<file path="config.mk">
export PLATFORM = sky130hd
export DESIGN_NAME = inv_cast
export DESIGN_NICKNAME = d
export VERILOG_FILES = /design/src/rtl/zfp_pkg.sv /design/src/rtl/inv_cast_norm.sv /design/src/rtl/inv_cast.sv
export SDC_FILE = /design/constraint.sdc
export NUM_CORES = 1
export LEC_CHECK = 0
export ABC_AREA = 1
export ABC_CLOCK_PERIOD_IN_PS = 10700
export BUFFER_PORTS_ARGS = -buffer_cell sky130_fd_sc_hd__buf_4
export CORE_UTILIZATION = 45
export DETAILED_ROUTE_END_ITERATION = 10
export HOLD_SLACK_MARGIN = 0.03
export PLACE_DENSITY_LB_ADDON = 0.12
export SKIP_CTS_REPAIR_TIMING = 1
export SYNTH_ARGS = -nofsm -noshare
export SYNTH_HDL_FRONTEND = slang
export SYNTH_SLANG_ARGS = --single-unit
</file>
<file path="constraint.sdc">
create_clock -name clk -period 10.7 [get_ports clk]
set_input_delay 2.675 -clock clk [delete_from_list [all_inputs] [get_ports clk]]
set_output_delay 2.675 -clock clk [all_outputs]
set_load 0.005 [all_outputs]
</file>
<file path="src/rtl/zfp_pkg.sv">
// Shared ZFP decode types and widths.
// Used by inv_cast and the inverse block-transform path.
package zfp_pkg;

  localparam int FP_W      = 64;
  localparam int EXP_W     = 11;
  localparam int FRAC_W    = 52;
  localparam int INT_W     = 64;
  localparam int EXP_BIAS  = 1023;
  localparam int BLOCK_LEN = 4;
  localparam int CNT_W     = $clog2(BLOCK_LEN);

  typedef struct packed {
    logic              sign;
    logic [EXP_W-1:0]  expo;
    logic [FRAC_W-1:0] frac;
  } fp_t;

  typedef logic [EXP_W-1:0] ex_t;
  typedef logic signed [INT_W-1:0] int_t;

endpackage

</file>
<file path="src/rtl/inv_cast_norm.sv">
// Block-floating-point integer to IEEE double: sign/abs, LZC,
// fraction align, exponent compute with flush-to-zero and saturation.
import zfp_pkg::*;

module inv_cast_norm (
  input  logic [INT_W-1:0] int_i,
  input  logic [EXP_W-1:0] ex_i,
  output logic [FP_W-1:0]  fp_o
);

  localparam logic signed [EXP_W+1:0] EB_OFF =
    (EXP_W+2)'(INT_W-2);
  localparam logic signed [EXP_W+1:0] EB_MAX =
    (EXP_W+2)'((1 << EXP_W) - 1);

  logic                     sgn;
  logic [INT_W-1:0]         mag;
  logic [INT_W-1:0]         mn;
  logic [5:0]               p;
  logic signed [EXP_W+1:0]  eb;
  fp_t                      res;
  logic                     unused_ok;

  always_comb begin
    sgn = int_i[INT_W-1];
    mag = sgn ? (~int_i + 1'b1) : int_i;
    p = '0;
    for (int k = 0; k < INT_W; k++) begin
      if (mag[k]) p = 6'(k);
    end
    mn = mag << (6'(INT_W-1) - p);
    eb = $signed({2'b00, ex_i})
       + $signed({7'b0, p}) - EB_OFF;
    res = '0;
    if (mag == '0) begin
      res = '0;
    end else if (eb[EXP_W+1] || eb == '0) begin
      res.sign = sgn;
    end else if (eb >= EB_MAX) begin
      res.sign = sgn;
      res.expo = '1;
    end else begin
      res.sign = sgn;
      res.expo = eb[EXP_W-1:0];
      // leading one drops out; low bits truncate
      res.frac = mn[INT_W-2 -: FRAC_W];
    end
  end

  assign fp_o = res;
  assign unused_ok = ^{mn[INT_W-1], mn[INT_W-FRAC_W-2:0]};

endmodule

</file>
<file path="src/rtl/inv_cast.sv">
// ZFP inverse cast: emax token + BLOCK_LEN ints -> doubles.
// INV_CAST_PIPE_EN adds a second stage (latency 2).
import zfp_pkg::*;

module inv_cast (
  input  logic             clk,
  input  logic             reset,
  input  logic [EXP_W-1:0] s_ex_data,
  input  logic             s_ex_valid,
  output logic             s_ex_ready,
  input  logic [INT_W-1:0] s_int_data,
  input  logic             s_int_valid,
  output logic             s_int_ready,
  output logic [FP_W-1:0]  m_fp_data,
  output logic             m_fp_valid,
  input  logic             m_fp_ready
);

  ex_t              ex_q, ex_d;
  logic             ex_v_q, ex_v_d;
  logic [CNT_W-1:0] cnt_q, cnt_d;
  logic [FP_W-1:0]  fp_q, fp_d;
  logic             ov_q, ov_d;

  logic             int_fire, ex_fire, last, rdy_in;
  logic [FP_W-1:0]  nfp;

`ifdef INV_CAST_PIPE_EN
  logic             v1_q, v1_d;
  logic [INT_W-1:0] i1_q, i1_d;
  ex_t              e1_q, e1_d;
  logic             rdy2;

  assign rdy2   = !ov_q || m_fp_ready;
  assign rdy_in = !v1_q || rdy2;

  inv_cast_norm u_norm (
    .int_i (i1_q),
    .ex_i  (e1_q),
    .fp_o  (nfp)
  );
`else
  assign rdy_in = !ov_q || m_fp_ready;

  inv_cast_norm u_norm (
    .int_i (s_int_data),
    .ex_i  (ex_q),
    .fp_o  (nfp)
  );
`endif

  assign last        = cnt_q == CNT_W'(BLOCK_LEN-1);
  assign s_int_ready = !reset && ex_v_q && rdy_in;
  assign int_fire    = s_int_valid && s_int_ready;
  // next emax may load alongside the block's last int
  assign s_ex_ready  = !reset && (!ex_v_q || (int_fire && last));
  assign ex_fire     = s_ex_valid && s_ex_ready;

  assign m_fp_data  = fp_q;
  assign m_fp_valid = ov_q;

  always_comb begin
    ex_d   = ex_q;
    ex_v_d = ex_v_q;
    cnt_d  = cnt_q;
    fp_d   = fp_q;
    ov_d   = ov_q;
    if (int_fire) begin
      cnt_d = last ? '0 : cnt_q + 1'b1;
      if (last) ex_v_d = 1'b0;
    end
    if (ex_fire) begin
      ex_d   = s_ex_data;
      ex_v_d = 1'b1;
    end
`ifdef INV_CAST_PIPE_EN
    v1_d = v1_q;
    i1_d = i1_q;
    e1_d = e1_q;
    if (int_fire) begin
      v1_d = 1'b1;
      i1_d = s_int_data;
      e1_d = ex_q;
    end else if (rdy2) begin
      v1_d = 1'b0;
    end
    if (v1_q && rdy2) begin
      fp_d = nfp;
      ov_d = 1'b1;
    end else if (m_fp_ready) begin
      ov_d = 1'b0;
    end
`else
    if (int_fire) begin
      fp_d = nfp;
      ov_d = 1'b1;
    end else if (m_fp_ready) begin
      ov_d = 1'b0;
    end
`endif
  end

  always_ff @(posedge clk) begin
    if (reset) begin
      ex_q   <= '0;
      ex_v_q <= 1'b0;
      cnt_q  <= '0;
      fp_q   <= '0;
      ov_q   <= 1'b0;
`ifdef INV_CAST_PIPE_EN
      v1_q   <= 1'b0;
      i1_q   <= '0;
      e1_q   <= '0;
`endif
    end else begin
      ex_q   <= ex_d;
      ex_v_q <= ex_v_d;
      cnt_q  <= cnt_d;
      fp_q   <= fp_d;
      ov_q   <= ov_d;
`ifdef INV_CAST_PIPE_EN
      v1_q   <= v1_d;
      i1_q   <= i1_d;
      e1_q   <= e1_d;
`endif
    end
  end

endmodule

</file>
== Word-level counts from Yosys, hierarchy flattened ==
Index checks and enable logic that the tools add are counted.
Storage, ports and cells
  register bits after elaboration: 79
  input bits: 80
  output and inout port bits: 67
  word-level logic and storage cells: 106
Operators by class
  add/subtract/negate cells: 5
  magnitude comparators: 1
  equality and inequality tests: 1
  shifts and indexed selects: 1
  mux-type cells: 74
  bitwise gates (word level): 1
  reductions and logical operators: 18
Operator list (number)
  two-way mux 6 bit: 32
  two-way mux 64 bit: 2
  two-way mux 5 bit: 16
  adder 64 x 1 -> 64 bit (second input constant): 1
  zero test 64 bit: 1
  inverter 64 bit: 1
  left shift 64 x 6 -> 63 bit: 1
  two-way mux 63 bit: 1
  two-way mux 52 bit: 1
  two-way mux 4 bit: 8
  greater-or-equal comparator 13 x 12 -> 1 bit (second input constant): 1
  zero test 13 bit: 1
  subtractor 13 x 7 -> 13 bit (second input constant): 1
  adder 11 x 6 -> 12 bit: 1
  two-way mux 3 bit: 4
  two-way mux 11 bit: 1
  logical AND 1 bit: 6
  two-way mux 1 bit: 6
  two-way mux 2 bit: 3
  nonzero test 2 bit: 3
  subtractor 6 bit (first input constant): 1
  zero test 1 bit: 3
  logical OR 1 bit: 3
  adder 2 x 1 -> 2 bit (second input constant): 1
  2 further kinds: 2

== Depth between registers and ports, before layout ==
Gate-level depths: netlist (run 1).
  word-level depth: 72
  mapped depth: 88
  depth with buffers taken out: 88

== Modules after synthesis ==
From an unflattened synthesis (run 1), not the netlist that was laid out.
Second synthesis, totals
  cell total of the unflattened synthesis: 2008
  area, all modules: 10755.3 µm²
Modules (own cells, without submodules)
  inv_cast_norm: instances 1, cells an instance 1625, area each 7728.7 µm², seq. area each 0.0 µm²
  inv_cast: instances 1, cells an instance 383, area each 3026.7 µm², seq. area each 1581.5 µm²

== Worst setup path after synthesis (run 1) ==
No wires, ideal clock.
  kind: in2reg
  from: input s_int_data[0]
  to: register fp_q[37] (netlist: m_fp_data[37])
  library setup time: 0.059 ns
  arrival time: 9.495 ns
  data required time: 10.641 ns
  path slack: 1.146 ns
  cell stages on the path: 84
  path buffers: 1
  cell sequence: inv_2 -> ha_1 -> nand2_1 -> nor2_1 -> nand3_1 -> nand2_1 -> xor2_1 -> inv_1 -> nand2_1 -> nand2_1 -> nand2_1 -> nand2_1 -> nand2_1 -> nand2_1 -> nand2_1 -> nand2_1 -> nand2_1 -> nand2_1 -> [... 48 more ...] -> nand3_1 -> nand2_1 -> a21oi_1 -> o21ai_0 -> xor2_1 -> nand2_1 -> nor2_1 -> nand2_1 -> nor3_1 -> xnor2_1 -> nand2_1 -> o41ai_1 -> nor3_1 -> inv_1 -> nor2_1 -> clkbuf_1 -> nand3_1 -> nand2_1
Between the ends
  word-level cells in the longest chain between the ends: 72
  elaborated cells on any way between the ends: 77
  those cells by class: add/sub (4); order compare (1); shift (1); mux (67); bitwise (1); reduce/logical (3)
RTL lines
  start, declared: RTL line inv_cast.sv:11  | input logic [INT_W-1:0] s_int_data,
  inverter 64 bit: RTL line inv_cast_norm.sv:26  | mag = sgn ? (~int_i + 1'b1) : int_i;
  adder 64 x 1 -> 64 bit: RTL line inv_cast_norm.sv:26
  two-way mux 64 bit (*): RTL line inv_cast_norm.sv:26
  two-way mux 1 bit: RTL line inv_cast_norm.sv:29  | if (mag[k]) p = 6'(k);
  two-way mux 2 bit (2 in series): RTL line inv_cast_norm.sv:29
  two-way mux 3 bit (4 in series): RTL line inv_cast_norm.sv:29
  two-way mux 4 bit (8 in series): RTL line inv_cast_norm.sv:29
  two-way mux 5 bit (16 in series): RTL line inv_cast_norm.sv:29
  two-way mux 6 bit (32 in series): RTL line inv_cast_norm.sv:29
  adder 11 x 6 -> 12 bit: RTL line inv_cast_norm.sv:33  | + $signed({7'b0, p}) - EB_OFF;
  subtractor 13 x 7 -> 13 bit: RTL line inv_cast_norm.sv:33
  greater-or-equal comparator 13 x 12 -> 1 bit or zero test 13 bit (tied branches): RTL line inv_cast_norm.sv:39, inv_cast_norm.sv:37
  two-way mux 52 bit or logical OR 1 bit (tied branches): RTL line inv_cast_norm.sv:39, inv_cast_norm.sv:37
  two-way mux 63 bit: RTL line inv_cast_norm.sv:37  | end else if (eb[EXP_W+1] || eb == '0) begin
  two-way mux 64 bit (*): RTL line inv_cast_norm.sv:35  | if (mag == '0) begin
  end signal, assigned: RTL line inv_cast.sv:119  | fp_q <= fp_d;
  end, declared: RTL line inv_cast.sv:22  | logic [FP_W-1:0] fp_q, fp_d;
Every way passes the cells marked *; elsewhere a longest branch is shown, timed or not.
A chain may end at the register's enable or synchronous reset.

== Worst setup path in the final report (run 1) ==
  from: input s_int_data[0]
  to: register fp_q[36] (netlist: m_fp_data[36])
The elaborated chain is that of the path after synthesis.

==> out/results.env, run 1 <==
CELLPOWERDENSITY_nW_PER_UM2=120
DRIVE_ABOVE_1_SHARE_PCT=11.6
WORST_PIN_SLEW_PS=1330
FILLERINSTANCES=2303
DR_TOTAL_VIAS=12000
WIRELENGTH_UM=34100
DRT_ITER0_MARKERS=1068
ANTENNA_VIOLATING_NETS_POST_ROUTE=0
LAYOUTNONFILLERINSTCOUNT=2168
SYN_AVG_CELL_AREA_UM2=5.35
FINAL_MAX_SLEW_VIOL_COUNT=0
POST_DRT_VIA_CELL_RATIO=5.55
WIRE_PER_INST_UM=15.7
SYNTH-MAIN-FF-CELL='sky130_fd_sc_hd__dfxtp_1'
SYN-CELL-AREA_UM2=9630
POST-ROUTE-WORST-SETUP-SLACK_PS=857
MAPPEDNETLISTNETS=1892
CLOCK_PIN_SLEW_ON_THE_WORST_SETUP_AND_HOLD_PATHS_PS=60
FIN_SKEW_PS=3.77
DIE_H_UM=148
CRITPATHLAUNCHTYPE='input pin'
CRITICAL-PATH-TOP-CELL-BY-COUNT='sky130_fd_sc_hd__nand2_1'
DETAIL_ROUTE.DRC_VIOLATIONS=0
SYNTHARSTFLOPSHARE_PCT=0
FINALSETUPTNS_PS=0
CP_SLOWEST_CELL='sky130_fd_sc_hd__or3b_2'
GRT_MAX_DEGREE=71
MIN_PATH_TYPE='flop to flop'
MULTI_INPUT_COMB_AREA_UM2=7140
SETUP_VIOL=0
CRITPATHMAXFANOUT=31
CTS_BUFFERS=9
TRITONCTS_NUM_SINKS=79
SEQCELLAREA_UM2=1580
SLOWEST_DELAY_PS=470
PRE_CTS_WS_PS=138
SYNTHTOLAYOUTAREAGROWTH_PCT=16.6
FINAL.MIN_CLOCK_PERIOD_PS=9840
YS_SEQ_ELEMENTS=79
PLACEMENT.IO_BUFFERS=146
CLOCKROOTBUFFER='sky130_fd_sc_hd__clkbuf_16'
CORE_REGION_AREA_UM2=21000
FINALCRITPERIODSHARE_PCT=92.0
GRT.TOTAL_USAGE_PCT=31.3
CRIT_PATH_END_KIND='flop'
TIMING_HOLD_VIOLATIONS_FINAL=0
SYNTHDISTINCTLIBCELLS=45
CLK-INSERTION-DELAY-LATE_PS=340
WORSTSETUPPATHTYPE='input pin to flop'
CRIT_REQUIRED_PS=10930
1ST_PASS_ROUTER_ITERATIONS=5
POST-PLACE-CELLS=2147
HTREE_LEVELS=3
INITIAL_UTILIZATION_PCT=45.8
NUMBER_OF_GLOBAL_ROUTE_VIAS_BEFORE_REPAIR=11200
SYNTH.YOSYS.SEQ_AREA_SHARE_PCT=16.4
FINAL_NET_COUNT=1980
GLOBALROUTE.TOTALOVERFLOW=0
ANTENNA_FOUND_INITIAL=0
IR_DROP_V=0.000120
ANTENNADIODECOUNT=0
WORST-ENDPOINT-ARRIVAL_PS=10080
MAX_FREQ_MHz=102
BOUNDARYPINS=147
PLACEMENTROWS=53
FINAL_DESIGN_INSTANCE_AREA_WITHOUT_FILL_UM2=11200
DIE_WIDTH_UM=148
WORST_SLEW_MARGIN_REL_PCT=10.6
PLACE.GP.CONGESTION=0.965
DP.FINAL_HPWL_UM=26500
SYNTHESIS.YOSYS.WARNINGS=0
LEAKAGEPOWER_uW=0.00580
CAP_VIOLATIONS=0
STATUS='completed'
NUMBER_OF_ENABLE_TYPE_REGISTER_CELLS_IN_THE_SYNTHESIZED_NETLIST=0
GRT_FIRST_PASS_WIRELENGTH_UM=55300
CLOCKBUFFERDEPTH=2
NUMBER_OF_INSTANCES_IN_THE_SYNTHESIZED_NETLIST=1800
PLACEDINSTANCEAREA_UM2=10800
FLOORPLAN.DIE_AREA_UM2=22000
TRITONCTS='built'
[worst max-delay path: cells and delay by family]
kind,cells,cell delay (ps)
buffers and inverters,7,880
adders and majority gates,3,820
AOI/OAI and AO/OA,3,730
xor gates and xnor gates,3,850
and+or+nand+nor,46,4110
[final cells by class]
class | instances | area share (%)
clock buffer | 11 | 2.16
clock inverter | 5 | 0.512
inverter | 159 | 5.31
sequential | 79 | 14.1
tap | 275 | 3.06
multi-input combinational | 1471 | 63.6
timing repair buffer | 168 | 11.3
[logic make-up (layout without fill, tap and decap cells)]
group,Yosys count,after routing,synth area share [%]
DFF,79,79,16.4
adders and majority gates,12,12,1.64
and+or+nand+nor,1288,1288,59.0
AOI/OAI and AO/OA,101,101,6.26
xor gates and xnor gates,70,70,6.44
buffers and inverters,250,343,10.3
[cell usage after synthesis, types with 3 or more instances]
| cell type | number | area [um2] |
|---|---|---|
| sky130_fd_sc_hd__o21ai_1 | 8 | 40.0 |
| sky130_fd_sc_hd__o21ai_0 | 35 | 175 |
| sky130_fd_sc_hd__clkinv_1 | 3 | 11.3 |
| sky130_fd_sc_hd__o31ai_1 | 11 | 82.6 |
| sky130_fd_sc_hd__inv_2 | 7 | 26.3 |
| sky130_fd_sc_hd__xor2_1 | 62 | 543 |
| sky130_fd_sc_hd__a22o_1 | 5 | 43.8 |
| sky130_fd_sc_hd__nor2_1 | 120 | 450 |
| sky130_fd_sc_hd__nand3_1 | 515 | 2580 |
| sky130_fd_sc_hd__inv_1 | 149 | 559 |
| sky130_fd_sc_hd__buf_1 | 20 | 75.1 |
| sky130_fd_sc_hd__ha_1 | 11 | 138 |
| sky130_fd_sc_hd__nor3_1 | 16 | 80.1 |
| sky130_fd_sc_hd__xnor2_1 | 7 | 61.3 |
| sky130_fd_sc_hd__o41ai_1 | 4 | 35.0 |
| sky130_fd_sc_hd__buf_6 | 3 | 33.8 |
| sky130_fd_sc_hd__a31oi_1 | 6 | 37.5 |
| sky130_fd_sc_hd__o211ai_1 | 3 | 22.5 |
| sky130_fd_sc_hd__nand2_1 | 578 | 2170 |
| sky130_fd_sc_hd__or2_2 | 6 | 37.5 |
| sky130_fd_sc_hd__clkbuf_1 | 55 | 206 |
| sky130_fd_sc_hd__buf_4 | 4 | 30.0 |
| sky130_fd_sc_hd__a21oi_1 | 22 | 110 |
| sky130_fd_sc_hd__buf_2 | 9 | 45.0 |
| sky130_fd_sc_hd__dfxtp_1 | 79 | 1580 |
| sky130_fd_sc_hd__nand4_1 | 27 | 169 |
| sky130_fd_sc_hd__nor4_1 | 11 | 68.8 |
[metal layers]
layer / GRT usage (%) / vias up / share of wire, %
li1: - / 6131 / -
met1: 37.7 / 5437 / 42
met2: 56.3 / 390 / 50
met3: 3.99 / 64 / 4.9
met4: 11.5 / 0 / 3.3
met5: 0 / - / 0
[through the flow]
step	utilization, %	power, uW	hold WS (ps)
after CTS	52.9	1330	453
after detailed placement	51.5	1020	441
final	53.4	1350	451
after global routing	53.4	1460	468
after floorplan	-	810	446
after global placement	51.5	1020	441
[report_power, final]
| part | leakage [uW] | total, uW | switching (uW) | internal, uW |
|---|---|---|---|---|
| sequential | 0.000644 | 336 | 15.8 | 320 |
| combinational | 0.00501 | 703 | 468 | 235 |
| clock | 0.000149 | 307 | 120 | 187 |
[path summary, 6_finish.rpt]
path / from / endpoint / slack (ps) / depth (start not counted)
hold reg to reg: m_fp_data[38] / m_fp_data[38] / 450 / 2
setup reg to reg: ex_q[2] / m_fp_data[36] / 6870 / 22
setup / recovery: s_int_data[0] / m_fp_data[36] / 860 / 62
hold / removal: m_fp_data[38] / m_fp_data[38] / 450 / 2
[placed cells by master (no fill, tap or decap), types with 11 or more instances in the layout]
cell type / instances
sky130_fd_sc_hd__nand2_1: 576
sky130_fd_sc_hd__nand3_1: 514
sky130_fd_sc_hd__buf_4: 165
sky130_fd_sc_hd__inv_1: 147
sky130_fd_sc_hd__nor2_1: 118
sky130_fd_sc_hd__dfxtp_1: 79
sky130_fd_sc_hd__xor2_1: 61
sky130_fd_sc_hd__o21ai_0: 34
sky130_fd_sc_hd__nand4_1: 27
sky130_fd_sc_hd__a21oi_1: 22
sky130_fd_sc_hd__nor3_1: 14
sky130_fd_sc_hd__o31ai_1: 11
sky130_fd_sc_hd__ha_1: 11
[sequential cells by signal, summed over array words and instances, names as in the netlist]
register    cells
m_fp_data      64
cnt_q           2
ex_v_q          1
m_fp_valid      1
ex_q           11
No activity file was read; power rests on OpenSTA's default activity.
==> run 2, diff against run 1 <==
--- a/config.mk
+++ b/config.mk
@@ -8,6 +8,7 @@
 export ABC_AREA = 1
 export ABC_CLOCK_PERIOD_IN_PS = 10700
 export BUFFER_PORTS_ARGS = -buffer_cell sky130_fd_sc_hd__buf_4
+export CORE_ASPECT_RATIO = 1.5
 export CORE_UTILIZATION = 45
 export DETAILED_ROUTE_END_ITERATION = 10
 export HOLD_SLACK_MARGIN = 0.03
==> run 2 against run 1 <==
Against the previous run: clock skew is 1.0 ps higher; die area hardly changed; sequential share of layout area is 0.15 points lower; first-iteration DRC count is 19% higher; core utilization is 0.67 points higher; clock power is 5% higher; largest power group unchanged; highest routed layer unchanged.
==> out/results.env, run 2 (same netlist as run 1, synthesis figures left out) <==
HP-START='m_fp_data[1]'
CAP_VIOLATIONS=0
IR_DROP_V=0.0000842
LARGEST_REG_FLOPS=64
1ST_PASS_ROUTER_ITERATIONS=7
MAX_FREQ_MHz=103
DETAIL_ROUTE.DRC_VIOLATIONS=0
GRT_UTIL_MET3_PCT=1.99
FINAL_MAX_SLEW_VIOL_COUNT=0
CLOCK_PIN_SLEW_ON_THE_WORST_SETUP_AND_HOLD_PATHS_PS=60
PLACE.GP.CONGESTION=0.968
PLACEMENTROWS=65
ANTENNA_FOUND_INITIAL=0
TIMING.CRITICAL_PATH.BUF_INV=7
GRT.TOTAL_USAGE_PCT=30.9
GRT.MET2_USAGE_PCT=50.4
CRITPATHMAXFANOUT=11
CRIT_PATH_END_KIND='flop'
SETUP.WORST_PATH.START='s_int_data[0]'
WIRELENGTH_UM=34300
SETUP_VIOL=0
DIE_WIDTH_UM=121
SYNTHTOLAYOUTAREAGROWTH_PCT=17.9
FINAL_NET_COUNT=1991
WORST-ENDPOINT-ARRIVAL_PS=10020
CRIT_REQUIRED_PS=10980
SLOWEST_DELAY_PS=400
WIRE_PER_INST_UM=15.8
PRE_CTS_WS_PS=161
DRIVE_ABOVE_1_SHARE_PCT=12.2
CP_SLOWEST_CELL='sky130_fd_sc_hd__fa_1'
TIMING_HOLD_VIOLATIONS_FINAL=0
CLOCKROOTBUFFER='sky130_fd_sc_hd__clkbuf_16'
GRT-BUSIEST-LAYER='met2'
ANTENNA_VIOLATING_NETS_POST_ROUTE=0
CRITICAL-PATH-TOP-CELL-BY-COUNT='sky130_fd_sc_hd__nand2_1'
WORST_PATH_DOMINANT_CELL_FAMILY='simple AND/OR/NAND/NOR gates'
GLOBALROUTE.TOTALOVERFLOW=0
FINAL_COMMON_CELL='sky130_fd_sc_hd__nand2_1'
STATUS='completed'
CLOCKBUFFERDEPTH=2
FILLERINSTANCES=2318
POST_DRT_VIA_CELL_RATIO=5.60
FINALSETUPTNS_PS=0
FIN_SKEW_PS=4.81
DRT_ITER0_MARKERS=1276
HTREE_LEVELS=3
MET1_USAGE_GRT_PCT=41.4
POST-ROUTE-WORST-SETUP-SLACK_PS=959
DP.FINAL_HPWL_UM=26800
INITIAL_UTILIZATION_PCT=45.9
LEAKAGEPOWER_uW=0.00586
DR_TOTAL_VIAS=12200
BOUNDARYPINS=147
PLACEDINSTANCEAREA_UM2=10900
TRITONCTS_NUM_SINKS=79
REG2REG_FROM='ex_q[2]'
CORE_REGION_AREA_UM2=21000
FINALCRITPERIODSHARE_PCT=91.0
CLK-INSERTION-DELAY-LATE_PS=340
WORST_PIN_SLEW_PS=1200
TRITONCTS='built'
MIN_PATH_TYPE='flop to flop'
ANTENNADIODECOUNT=0
GRT_FIRST_PASS_WIRELENGTH_UM=54700
FINAL_DESIGN_INSTANCE_AREA_WITHOUT_FILL_UM2=11300
CELLPOWERDENSITY_nW_PER_UM2=120
FLOORPLAN.DIE_AREA_UM2=22000
WORST_SLEW_MARGIN_REL_PCT=19.8
CTS_BUFFERS=9
CRITPATHLAUNCHTYPE='input pin'
FINAL.MIN_CLOCK_PERIOD_PS=9740
DIE_H_UM=181
PLACEMENT.IO_BUFFERS=146
WORST_HOLD_SLACK_PS=448
GRT_MAX_DEGREE=71
WORSTSETUPPATHTYPE='input pin to flop'
LAYOUT_COMMON_CELLS='sky130_fd_sc_hd__nand2_1 (576), sky130_fd_sc_hd__nand3_1 (513), sky130_fd_sc_hd__buf_4 (175)'
NUMBER_OF_GLOBAL_ROUTE_VIAS_BEFORE_REPAIR=10800
POST-LAYOUT-TOTAL-POWER_uW=1370
-- run 2: changes by cell type in the layout (fill, tap and decap cells not counted), moves of 2 or more --
cell	change
sky130_fd_sc_hd__xor2_2	+3
sky130_fd_sc_hd__xor2_1	-3
sky130_fd_sc_hd__buf_4	+10
sky130_fd_sc_hd__nor3_1	+2
sky130_fd_sc_hd__clkinv_4	-2
sky130_fd_sc_hd__nor2_4	+2
-- run 2: per-layer routing --
metal | wire [um] | vias up
li1 | - | 6156
met1 | 14900 | 5468
met2 | 16100 | 472
met3 | 1950 | 70
met4 | 1340 | 0
met5 | 0 | -
-- run 2: where the power goes --
part	internal, uW	total (uW)	switching, uW
Sequential	320	335	15.4
Clock	208	323	115
Combinational	240	709	469
Total	769	1370	599
-- run 2: path summary, 6_finish.rpt --
| check | cells past startpoint | end | slack (ps) |
|---|---|---|---|
| max | 64 | m_fp_data[41] | 960 |
| min | 2 | m_fp_data[1] | 450 |
| max reg2reg | 21 | m_fp_data[41] | 6810 |
| min reg2reg | 2 | m_fp_data[1] | 450 |
-- run 2: worst register-to-register path, delay by kind of cell, from the launching register on --
family / cells / cell delay, ps
xor gates and xnor gates: 2 / 440
AOI/OAI and AO/OA: 7 / 1160
DFF: 1 / 320
and+or+nand+nor: 7 / 1050
buffers and inverters: 4 / 510
adders and majority gates: 1 / 360
-- run 2: stage by stage --
| step | util (%) | cells |
|---|---|---|
| floorplan | - | 1800 |
| global placement | 51.7 | 2145 |
| global route | 54.1 | 2171 |
| finish | 54.1 | 2171 |
| CTS | 53.2 | 2160 |
| detailed placement | 51.7 | 2145 |
-- run 2: final cells by class --
type | count | area (um2) | share of cell area, %
clock buffer | 11 | 243 | 2.14
clock inverter | 4 | 70.1 | 0.617
inverter | 159 | 601 | 5.29
multi-input combinational | 1472 | 7170 | 63.1
sequential | 79 | 1580 | 13.9
tap | 268 | 335 | 2.95
timing repair buffer | 178 | 1350 | 11.9
==> run 3, diff against run 2 <==
--- a/config.mk
+++ b/config.mk
@@ -8,11 +8,10 @@
 export ABC_AREA = 1
 export ABC_CLOCK_PERIOD_IN_PS = 10700
 export BUFFER_PORTS_ARGS = -buffer_cell sky130_fd_sc_hd__buf_4
-export CORE_ASPECT_RATIO = 1.5
 export CORE_UTILIZATION = 45
 export DETAILED_ROUTE_END_ITERATION = 10
 export HOLD_SLACK_MARGIN = 0.03
-export PLACE_DENSITY_LB_ADDON = 0.12
+export PLACE_DENSITY = 0.64
 export SKIP_CTS_REPAIR_TIMING = 1
 export SYNTH_ARGS = -nofsm -noshare
 export SYNTH_HDL_FRONTEND = slang
==> run 3 against run 2 <==
Against the previous run: global-route usage is 0.37 points higher; sequential share of layout area hardly changed; final cell count is 0.18% lower; critical endpoint is now m_fp_data[36]; worst hold slack better by 3.9 ps; count of clock-buffer cells in the layout is 2 lower; largest power group unchanged; highest routed layer unchanged; flip-flop and latch count stayed put; power is 3.0% higher; register-to-register slack hardly changed; non-clock buffer count is 11 lower.
==> out/results.env, run 3 (same netlist as run 1, synthesis figures left out) <==
PLACEMENT.IO_BUFFERS=146
LEAKAGEPOWER_uW=0.00582
TIMING.CRITICAL_PATH.BUF_INV=6
CRIT_REQUIRED_PS=10930
CELLPOWERDENSITY_nW_PER_UM2=124
CRITICAL-PATH-TOP-CELL-BY-COUNT='sky130_fd_sc_hd__nand2_1'
NUMBER_OF_GLOBAL_ROUTE_VIAS_BEFORE_REPAIR=11100
FINAL.MIN_CLOCK_PERIOD_PS=9710
CP_SLOWEST_CELL='sky130_fd_sc_hd__o41ai_4'
SETUP.WORST_PATH.START='s_int_data[0]'
FINAL_NET_COUNT=1979
FLOORPLAN.DIE_AREA_UM2=22000
CAP_VIOLATIONS=0
REG2REG_TO='m_fp_data[36]'
GRT.TOTAL_USAGE_PCT=31.3
FINAL_MAX_SLEW_VIOL_COUNT=0
TRITONCTS_NUM_SINKS=79
PLACE.GP.CONGESTION=0.975
WIRELENGTH_UM=34100
BOUNDARYPINS=147
CLK-INSERTION-DELAY-LATE_PS=340
MET1_WL_UM=14300
LAYOUT_COMMON_CELLS='sky130_fd_sc_hd__nand2_1 (577), sky130_fd_sc_hd__nand3_1 (514), sky130_fd_sc_hd__buf_4 (164)'
CORE_REGION_AREA_UM2=21000
CRITPATHLAUNCHTYPE='input pin'
DR_WL_MET3_UM=1940
FINAL_COMMON_CELL='sky130_fd_sc_hd__nand2_1'
DIE_WIDTH_UM=148
REG2REG_FROM='ex_q[2]'
LARGEST_REG_FLOPS=64
ANTENNA_VIOLATING_NETS_POST_ROUTE=0
DR_TOTAL_VIAS=12000
WORST_HOLD_PATH.NUM_CELLS=2
DRIVE_ABOVE_1_SHARE_PCT=11.8
POST_DRT_VIA_CELL_RATIO=5.55
IR_DROP_V=0.0000811
FINALSETUPTNS_PS=0
GRT_FIRST_PASS_WIRELENGTH_UM=55000
SETUP_VIOL=0
MULTI_INPUT_COMB_AREA_UM2=7160
CLOCK_PIN_SLEW_ON_THE_WORST_SETUP_AND_HOLD_PATHS_PS=60
TIMING_HOLD_VIOLATIONS_FINAL=0
WORST_PATH_DOMINANT_CELL_FAMILY='simple AND/OR/NAND/NOR gates'
1ST_PASS_ROUTER_ITERATIONS=5
WL_MET2_UM=16800
MAX_FREQ_MHz=103
WORST_PIN_SLEW_PS=1300
CLOCKBUFFERDEPTH=2
DIE_H_UM=148
TIMING.CRITICAL_PATH.TO='m_fp_data[36]'
CTS_BUFFERS=9
MIN_PATH_TYPE='flop to flop'
SLOWEST_DELAY_PS=470
WORST_HOLD_SLACK_PS=452
GRT_MAX_DEGREE=71
SEQCELLAREA_UM2=1580
CLOCKROOTBUFFER='sky130_fd_sc_hd__clkbuf_16'
WORSTSETUPPATHTYPE='input pin to flop'
TRITONCTS='built'
ANTENNADIODECOUNT=0
FINALCRITPERIODSHARE_PCT=90.7
DETAIL_ROUTE.DRC_VIOLATIONS=0
HIGHEST_SIGNAL_LAYER='met4'
FIN_SKEW_PS=5.45
CRITICAL_PATH_CELL_COUNT=66
HTREE_LEVELS=3
PLACEMENTROWS=53
CRIT_PATH_END_KIND='flop'
WIRE_PER_INST_UM=15.7
STATUS='completed'
FILLERINSTANCES=2309
DP.FINAL_HPWL_UM=26300
R2R_SLACK_PS=6820
GLOBALROUTE.TOTALOVERFLOW=0
INITIAL_UTILIZATION_PCT=45.8
WORST-ENDPOINT-ARRIVAL_PS=9940
WORST_SLEW_MARGIN_REL_PCT=12.2
REG2REG_DEPTH=24
DRT_ITER0_MARKERS=993
SYNTHTOLAYOUTAREAGROWTH_PCT=17.5
ANTENNA_FOUND_INITIAL=0
CRITPATHMAXFANOUT=31
[run 3: changes by cell type in the layout (fill, tap and decap cells not counted), moves of 2 or more]
cell	before	now
sky130_fd_sc_hd__buf_4	175	164
sky130_fd_sc_hd__bufinv_16	2	4
sky130_fd_sc_hd__clkinv_2	2	0
sky130_fd_sc_hd__nor3_1	16	14
sky130_fd_sc_hd__xor2_1	58	60
sky130_fd_sc_hd__xor2_2	5	3
[run 3: cell type report]
class / instances / area share [%]
clock buffer: 9 / 1.99
tap: 275 / 3.04
timing repair buffer: 167 / 11.1
sequential: 79 / 14.0
clock inverter: 7 / 1.27
inverter: 159 / 5.27
multi-input combinational: 1471 / 63.3
[run 3: power by group]
part	internal, uW	switching [uW]	leakage (uW)
logic	234	464	0.00501
registers	320	15.7	0.000644
clock network	252	123	0.000172
[run 3: worst min path at each step]
stage                              from  slack, ps       endpoint
after CTS                  m_fp_data[7]        450   m_fp_data[7]
final                     m_fp_data[13]        450  m_fp_data[13]
after floorplan                cnt_q[1]        450       cnt_q[1]
after global placement    m_fp_data[11]        440  m_fp_data[11]
after global routing      m_fp_data[22]        460  m_fp_data[22]
after detailed placement  m_fp_data[53]        440  m_fp_data[53]
[run 3: tightest hold or removal path: cells and delay by family (launching register included)]
| family | cells | cell delay (ps) |
|---|---|---|
| and+or+nand+nor | 2 | 100 |
| DFF | 1 | 310 |
[run 3: metal layers]
metal | up-vias | global-route usage (%)
met1 | 5409 | 37.3
met4 | 0 | 10.5
met5 | - | 0
met3 | 58 | 4.85
met2 | 424 | 56.7
li1 | 6128 | -
[run 3: metrics by stage]
step	utilization [%]	area, um2	instances	power, uW	setup WS [ps]
after floorplan	-	9630	1800	810	1150
after global placement	51.6	10800	2148	1020	341
after detailed placement	51.6	10800	2148	1020	150
after CTS	53.3	11200	2164	1400	510
after global routing	53.8	11300	2167	1510	-65.8
final	53.8	11300	2167	1410	995
